File: src/rtl/board_move_collector_if.sv
// Board move collector bus: column FIFO side, move stream side and status.
interface board_move_collector_if #(
    parameter int NCOL  = 8,
    parameter int WIDTH = 160,
    parameter int CNTW  = 16
);
    logic [NCOL*WIDTH-1:0] col_data;
    logic [NCOL-1:0]       col_empty;
    logic [NCOL-1:0]       col_done;
    logic [NCOL-1:0]       col_rden;
    logic [WIDTH-1:0]      move_data;
    logic                  move_valid;
    logic                  move_ready;
    logic [CNTW-1:0]       move_count;
    logic [NCOL-1:0]       drained;
    logic                  all_done;

    // Collector side
    modport master (
        input  col_data, col_empty, col_done, move_ready,
        output col_rden, move_data, move_valid, move_count, drained, all_done
    );

    // Column units plus move consumer side
    modport slave (
        output col_data, col_empty, col_done, move_ready,
        input  col_rden, move_data, move_valid, move_count, drained, all_done
    );
endinterface

File: src/rtl/board_move_collector.sv
// Round-robin drain of the column move FIFOs into one valid/ready move stream,
// with per-column drained tracking and a board-level done flag.
//
// state | meaning
// SCAN  | inspect column ptr: read it, stall on full buffer, mark drained, or advance
// READ  | column word from last cycle's read is on col_data; push it
// DONE  | every column drained; all_done rises once the buffer has emptied
module board_move_collector #(
    parameter int NCOL  = 8,
    parameter int WIDTH = 160,
    parameter int CNTW  = 16
) (
    input  logic                   clk,
    input  logic                   reset,
    board_move_collector_if.master bus
);
    localparam int PTRW = (NCOL > 1) ? $clog2(NCOL) : 1;
    localparam logic [PTRW-1:0] PTR_LAST = PTRW'(NCOL - 1);

    typedef enum logic [1:0] {SCAN, READ, DONE} state_t;

    state_t            state;
    logic [PTRW-1:0]   ptr;
    logic [1:0]        occ;
    logic [WIDTH-1:0]  buf0;
    logic [WIDTH-1:0]  buf1;
    logic              move_valid_q;
    logic [CNTW-1:0]   move_count_q;
    logic [NCOL-1:0]   drained_q;
    logic              all_done_q;

    logic [WIDTH-1:0]  col_word [NCOL];
    logic [WIDTH-1:0]  sel_data;
    logic              sel_empty;
    logic              sel_done;
    logic              sel_drained;
    logic [NCOL-1:0]   sel_bit;
    logic              pop;
    logic              push;
    logic [1:0]        occ_after_pop;
    logic [1:0]        occ_next;
    logic              do_read;
    logic              do_mark;
    logic [NCOL-1:0]   drained_next;
    logic [PTRW-1:0]   ptr_next;
    logic [NCOL-1:0]   rden;

    for (genvar g = 0; g < NCOL; g++) begin : g_col_word
        assign col_word[g] = bus.col_data[g*WIDTH +: WIDTH];
    end

    // Selected-column view, buffer occupancy bookkeeping and the read decision.
    // The read request is a same-cycle pulse so the word lands in READ.
    always_comb begin
        sel_data      = col_word[ptr];
        sel_empty     = bus.col_empty[ptr];
        sel_done      = bus.col_done[ptr];
        sel_drained   = drained_q[ptr];
        sel_bit       = NCOL'(1) << ptr;
        pop           = move_valid_q & bus.move_ready;
        push          = (state == READ);
        occ_after_pop = occ - {1'b0, pop};
        occ_next      = occ + {1'b0, push} - {1'b0, pop};
        do_read       = (state == SCAN) && !sel_drained && !sel_empty && (occ_after_pop <= 2'd1);
        do_mark       = (state == SCAN) && !sel_drained && sel_empty && sel_done;
        drained_next  = drained_q | (do_mark ? sel_bit : '0);
        ptr_next      = (ptr == PTR_LAST) ? '0 : ptr + PTRW'(1);
        rden          = '0;
        if (do_read) begin
            rden = sel_bit;
        end
    end

    // Sequencing FSM: column pointer, sticky drained flags and board done.
    always_ff @(posedge clk) begin
        if (reset) begin
            state      <= SCAN;
            ptr        <= '0;
            drained_q  <= '0;
            all_done_q <= 1'b0;
        end else begin
            unique case (state)
                SCAN: begin
                    drained_q <= drained_next;
                    if (do_read) begin
                        state <= READ;
                    end else if (!sel_drained && !sel_empty) begin
                        // buffer full: hold on this column until a pop frees space
                        state <= SCAN;
                    end else begin
                        ptr <= ptr_next;
                    end
                    if (&drained_next) begin
                        state <= DONE;
                    end
                end
                READ: begin
                    // ptr unchanged so the same column bursts until empty
                    state <= SCAN;
                end
                DONE: begin
                    all_done_q <= (occ_next == 2'd0);
                end
                default: begin
                    state <= SCAN;
                end
            endcase
        end
    end

    // Two-entry output buffer (buf0 is the head) and saturating accepted-move count.
    always_ff @(posedge clk) begin
        if (reset) begin
            occ          <= '0;
            buf0         <= '0;
            buf1         <= '0;
            move_valid_q <= 1'b0;
            move_count_q <= '0;
        end else begin
            unique case ({push, pop})
                2'b10: begin
                    if (occ == 2'd0) buf0 <= sel_data;
                    else             buf1 <= sel_data;
                end
                2'b01: begin
                    buf0 <= buf1;
                end
                2'b11: begin
                    if (occ == 2'd1) begin
                        buf0 <= sel_data;
                    end else begin
                        buf0 <= buf1;
                        buf1 <= sel_data;
                    end
                end
                default: ;
            endcase
            occ          <= occ_next;
            move_valid_q <= (occ_next != 2'd0);
            if (pop && (move_count_q != '1)) begin
                move_count_q <= move_count_q + CNTW'(1);
            end
        end
    end

    assign bus.col_rden   = rden;
    assign bus.move_data  = buf0;
    assign bus.move_valid = move_valid_q;
    assign bus.move_count = move_count_q;
    assign bus.drained    = drained_q;
    assign bus.all_done   = all_done_q;
endmodule

File: src/flat_wrapper.sv
// flat-port wrapper written by rule: the top's interface ports become plain ports
module board_move_collector_flat 
#(
    parameter int NCOL  = 8,
    parameter int WIDTH = 160,
    parameter int CNTW  = 16
)
  (clk, reset, bus_col_data, bus_col_empty, bus_col_done, bus_move_ready, bus_col_rden, bus_move_data, bus_move_valid, bus_move_count, bus_drained, bus_all_done);
  board_move_collector_if #(.NCOL(NCOL), .WIDTH(WIDTH), .CNTW(CNTW)) bus_i ();
  input  logic clk;
  input  logic reset;
  input wire logic [$bits(bus_i.col_data)-1:0] bus_col_data;
  input wire logic [$bits(bus_i.col_empty)-1:0] bus_col_empty;
  input wire logic [$bits(bus_i.col_done)-1:0] bus_col_done;
  input wire logic [$bits(bus_i.move_ready)-1:0] bus_move_ready;
  output wire logic [$bits(bus_i.col_rden)-1:0] bus_col_rden;
  output wire logic [$bits(bus_i.move_data)-1:0] bus_move_data;
  output wire logic [$bits(bus_i.move_valid)-1:0] bus_move_valid;
  output wire logic [$bits(bus_i.move_count)-1:0] bus_move_count;
  output wire logic [$bits(bus_i.drained)-1:0] bus_drained;
  output wire logic [$bits(bus_i.all_done)-1:0] bus_all_done;
  assign bus_i.col_data = bus_col_data;
  assign bus_i.col_empty = bus_col_empty;
  assign bus_i.col_done = bus_col_done;
  assign bus_i.move_ready = bus_move_ready;
  assign bus_col_rden = bus_i.col_rden;
  assign bus_move_data = bus_i.move_data;
  assign bus_move_valid = bus_i.move_valid;
  assign bus_move_count = bus_i.move_count;
  assign bus_drained = bus_i.drained;
  assign bus_all_done = bus_i.all_done;
  board_move_collector #(.NCOL(NCOL), .WIDTH(WIDTH), .CNTW(CNTW)) u_core (.clk(clk), .reset(reset), .bus(bus_i));
endmodule
File: config.mk
export PLATFORM = sky130hd
export DESIGN_NAME = board_move_collector_flat
export DESIGN_NICKNAME = d
export VERILOG_FILES = /design/src/rtl/board_move_collector_if.sv /design/src/rtl/board_move_collector.sv /design/src/flat_wrapper.sv
export SDC_FILE = /design/constraint.sdc
export NUM_CORES = 1
export LEC_CHECK = 0
export BUFFER_PORTS_ARGS = -buffer_cell sky130_fd_sc_hd__buf_2
export CORE_AREA = 5 5 577 579
export DETAILED_ROUTE_END_ITERATION = 8
export DIE_AREA = 0 0 582 584
export PLACE_DENSITY = 0.3
export SYNTH_ARGS = -nofsm -noshare
export SYNTH_HDL_FRONTEND = slang
export SYNTH_SLANG_ARGS = --single-unit
File: constraint.sdc
create_clock -name clk -period 3.1 [get_ports clk]
set_clock_uncertainty 0.15 [all_clocks]
set_input_delay 0 -clock clk [delete_from_list [all_inputs] [get_ports clk]]
set_output_delay 0 -clock clk [all_outputs]
set_load 0.005 [all_outputs]
==> flow_summary.ini <==
[outcome]
status = complete, no violations

[power_and_ir_drop]
peakVddDrop_mv = 0.526
leakage_nw = 19.5
powerDensity_mw_per_mm2 = 709
power_mw = 34.0

[logic_synthesis]
yosysMostFrequentCell = dfxtp_1
synthAdderAreaFrac_pct = 0.491
postSynthAreaPerCell_sq_um = 10.5
synthesis.area_sq_mm = 0.0229
yosysWarningCount = 0
async_flop_share_pct = 0
synth_common_cells = dfxtp_1, nand2_1, mux4_2, nor2_1, clkbuf_1
synth_area_leader_cell = mux4_2
synth_xor_area_share_pct = 0.687
synth_edf_count = 0
synth_area_leaders = mux4_2, dfxtp_1, mux2i_1
synth_mux_area_share_pct = 39.2
synth_top_family_by_area = multiplexers
yosys.area_share.simple_pct = 9.84
synth.top_cell.area_share_pct = 32.0
yosys_register_bits = 353
synthCells = 2186
yosysSeqAreaShare_pct = 30.8
ys.flop_type = dfxtp_1
syn-num-nets = 3494
synth_cell_types = 41
synth_compound_area_share_pct = 14.5

[placed_design]
routabilityCongestion = 0.942
hpwl_um = 226000
portBuffers = 1492
postPlaceCellArea_sq_mm = 0.0363

[die]
dieArea_sq_mm = 0.340
start_util_pct = 7.03
die_w_um = 582
ios = 1493
die_y_um = 584
core_sq_mm = 0.327
placementRows = 210

[clock_network]
path_clk_slew_ns = 0.06
clockBufferDepth = 3
clock-sinks = 353
cts_tree = built
numCtsBuffers = 54
cts_root_buffer = clkbuf_16
clk_latency_ns = 0.74
h-tree-depth = 2

[grt]
antenna_found_initial = 297
grt_pass1_vias = 31472
met3_usage_pct = 4.97
groute.usage.overall_pct = 14.4
top_usage_layer = met2
grt_pass1_wl_um = 325000
grt.overflow.total = 0
grt_use_met1_pct = 16.6
grt_max_degree = 82
grtUsageMet2_pct = 24.2

[detailed_routing]
final_antenna_net_count = 0
drtPass1Iterations = 5
avgViaCountPerCell = 3.37
routedWlPerCell_um = 28.5
drt_iter0_markers = 1731
wl_um = 259000
drc = 0
vias = 30677

[worst_setup_path]
critical_path_class = reg -> out
worstSetupEndpointType = primary output
crit_fanout = 5
required_ns = 2.95
critPathLaunchType = flip-flop
arrival_ns = 2.94

[timing]
fmax_ghz = 0.323
tightestPinTransition_ns = 0.755
slew_violations = 0
rsz0062_at_grt = yes
hold_viol_final = 0
fin_crit_sh_pct = 99.7
relSlewSlack_pct = 49.7
finalCriticalPeriod_ns = 3.09
setup_violations = 0

[layout]
nets = 5822
fillers = 37092
drive_above_1_share_pct = 46.0
stdcell_area_sq_mm = 0.0480
syn_to_final_growth_pct = 109

[flow_run]
drv_cap = 0

[min_path]
hp-class = in -> reg
==> flip-flops by register name, indices dropped and copies added (netlist names) <==
signal	flops
u_core.ptr	3
u_core.buf1	160
u_core.bus.drained	8
u_core.occ	2
u_core.bus.move_count	16
u_core.bus.move_valid	1
u_core.bus.move_data	160
u_core.bus.all_done	1
u_core.state	2
==> layout by cell type (no fill, tap or decap), types with 4 or more instances in the layout <==
master / n
mux2i_1: 144
dfxtp_1: 351
clkbuf_8: 12
buf_8: 5
nand2_1: 327
buf_4: 86
and2_1: 4
buf_16: 10
nor2_1: 195
and3_1: 10
buf_6: 17
clkinv_2: 13
buf_2: 1489
inv_1: 7
dlygate4sd3_1: 867
xor2_1: 14
ha_1: 9
nand4_1: 9
a211oi_1: 161
mux2i_2: 18
a21oi_1: 164
buf_12: 27
mux4_2: 326
bufinv_16: 5
xnor2_1: 4
clkbuf_1: 7
o211ai_1: 160
clkbuf_16: 61
diode_2: 186
==> final timing paths <==
| kind | start | to | slack, ns | depth (start not counted) |
|---|---|---|---|---|
| setup reg to reg | u_core.ptr[0] | u_core.bus.move_data[40] | 0.07 | 9 |
| hold reg to reg | u_core.bus.move_data[29] | u_core.bus.move_data[29] | 0.30 | 2 |
| setup / recovery | u_core.ptr[0] | bus_col_rden[2] | 0.009 | 8 |
| hold / removal | bus_col_data[0] | u_core.buf1[0] | 0.02 | 4 |
==> power by group <==
group	switching [mW]	internal (mW)	leakage, nW
registers	0.971	6.02	2.87
logic	10.5	9.71	15.7
clock network	2.83	3.97	0.945
==> kinds of logic after synthesis <==
logic type | count (synthesis)
adder cells (fa/ha/maj) | 9
flip-flops | 353
buffers and inverters | 247
AO/OA/AOI/OAI | 499
multiplexers | 490
XOR/XNOR | 18
AND/OR/NAND/NOR | 570
==> stage by stage <==
stage	std cells	setup slack, ns	utilization (%)	setup TNS (ns)	hold WS (ns)
2_1_floorplan	2186	0.681	-	0	0.142
3_3_place_gp	7911	0.329	11.1	0	0.263
3_5_place_dp	7911	0.293	11.1	0	0.267
4_1_cts	8883	-0.0343	14.4	-0.475	0.00470
5_1_grt	9041	-0.0937	14.7	-1.22	0.00569
6_report	9090	0.00875	14.7	0	0.0216
==> worst max-delay path, cell delays in order, from the launching register on <==
cell and delay (ns):
dfxtp_4 0.38, buf_12 0.12, buf_6 0.09, mux4_2 0.60, mux2_4 0.34, nor3_4 0.22, buf_6 0.17, and3_1 0.16
buf_2 0.11
==> layer usage <==
layer  vias to the layer above  part of all wire [%]
met2                      1733                    48
met5                         -                  0.44
met3                       542                   9.4
li1                      13356                     -
met4                       166                   4.5
met1                     14880                    38
==> final cells by class <==
cell class | count | area [sq um] | area share, %
timing repair buffer | 2510 | 18000 | 37.6
multi-input combinational | 1586 | 15000 | 31.3
sequential | 353 | 7070 | 14.7
tap | 4346 | 5440 | 11.3
clock buffer | 74 | 1570 | 3.27
antenna | 186 | 465 | 0.970
clock inverter | 26 | 338 | 0.704
inverter | 9 | 41.3 | 0.0861
==> timing repair <==
item / CTS / global route
buffers inserted: 8 / 8
hold buffers: 863 / 13
hold endpoints to repair: 353 / 12
gates cloned: 1 / 6
pin swaps: 1 / 0
setup endpoints to repair: 8 / 128
resized for setup: 12 / 63
Power figures use the tool's default switching activity.
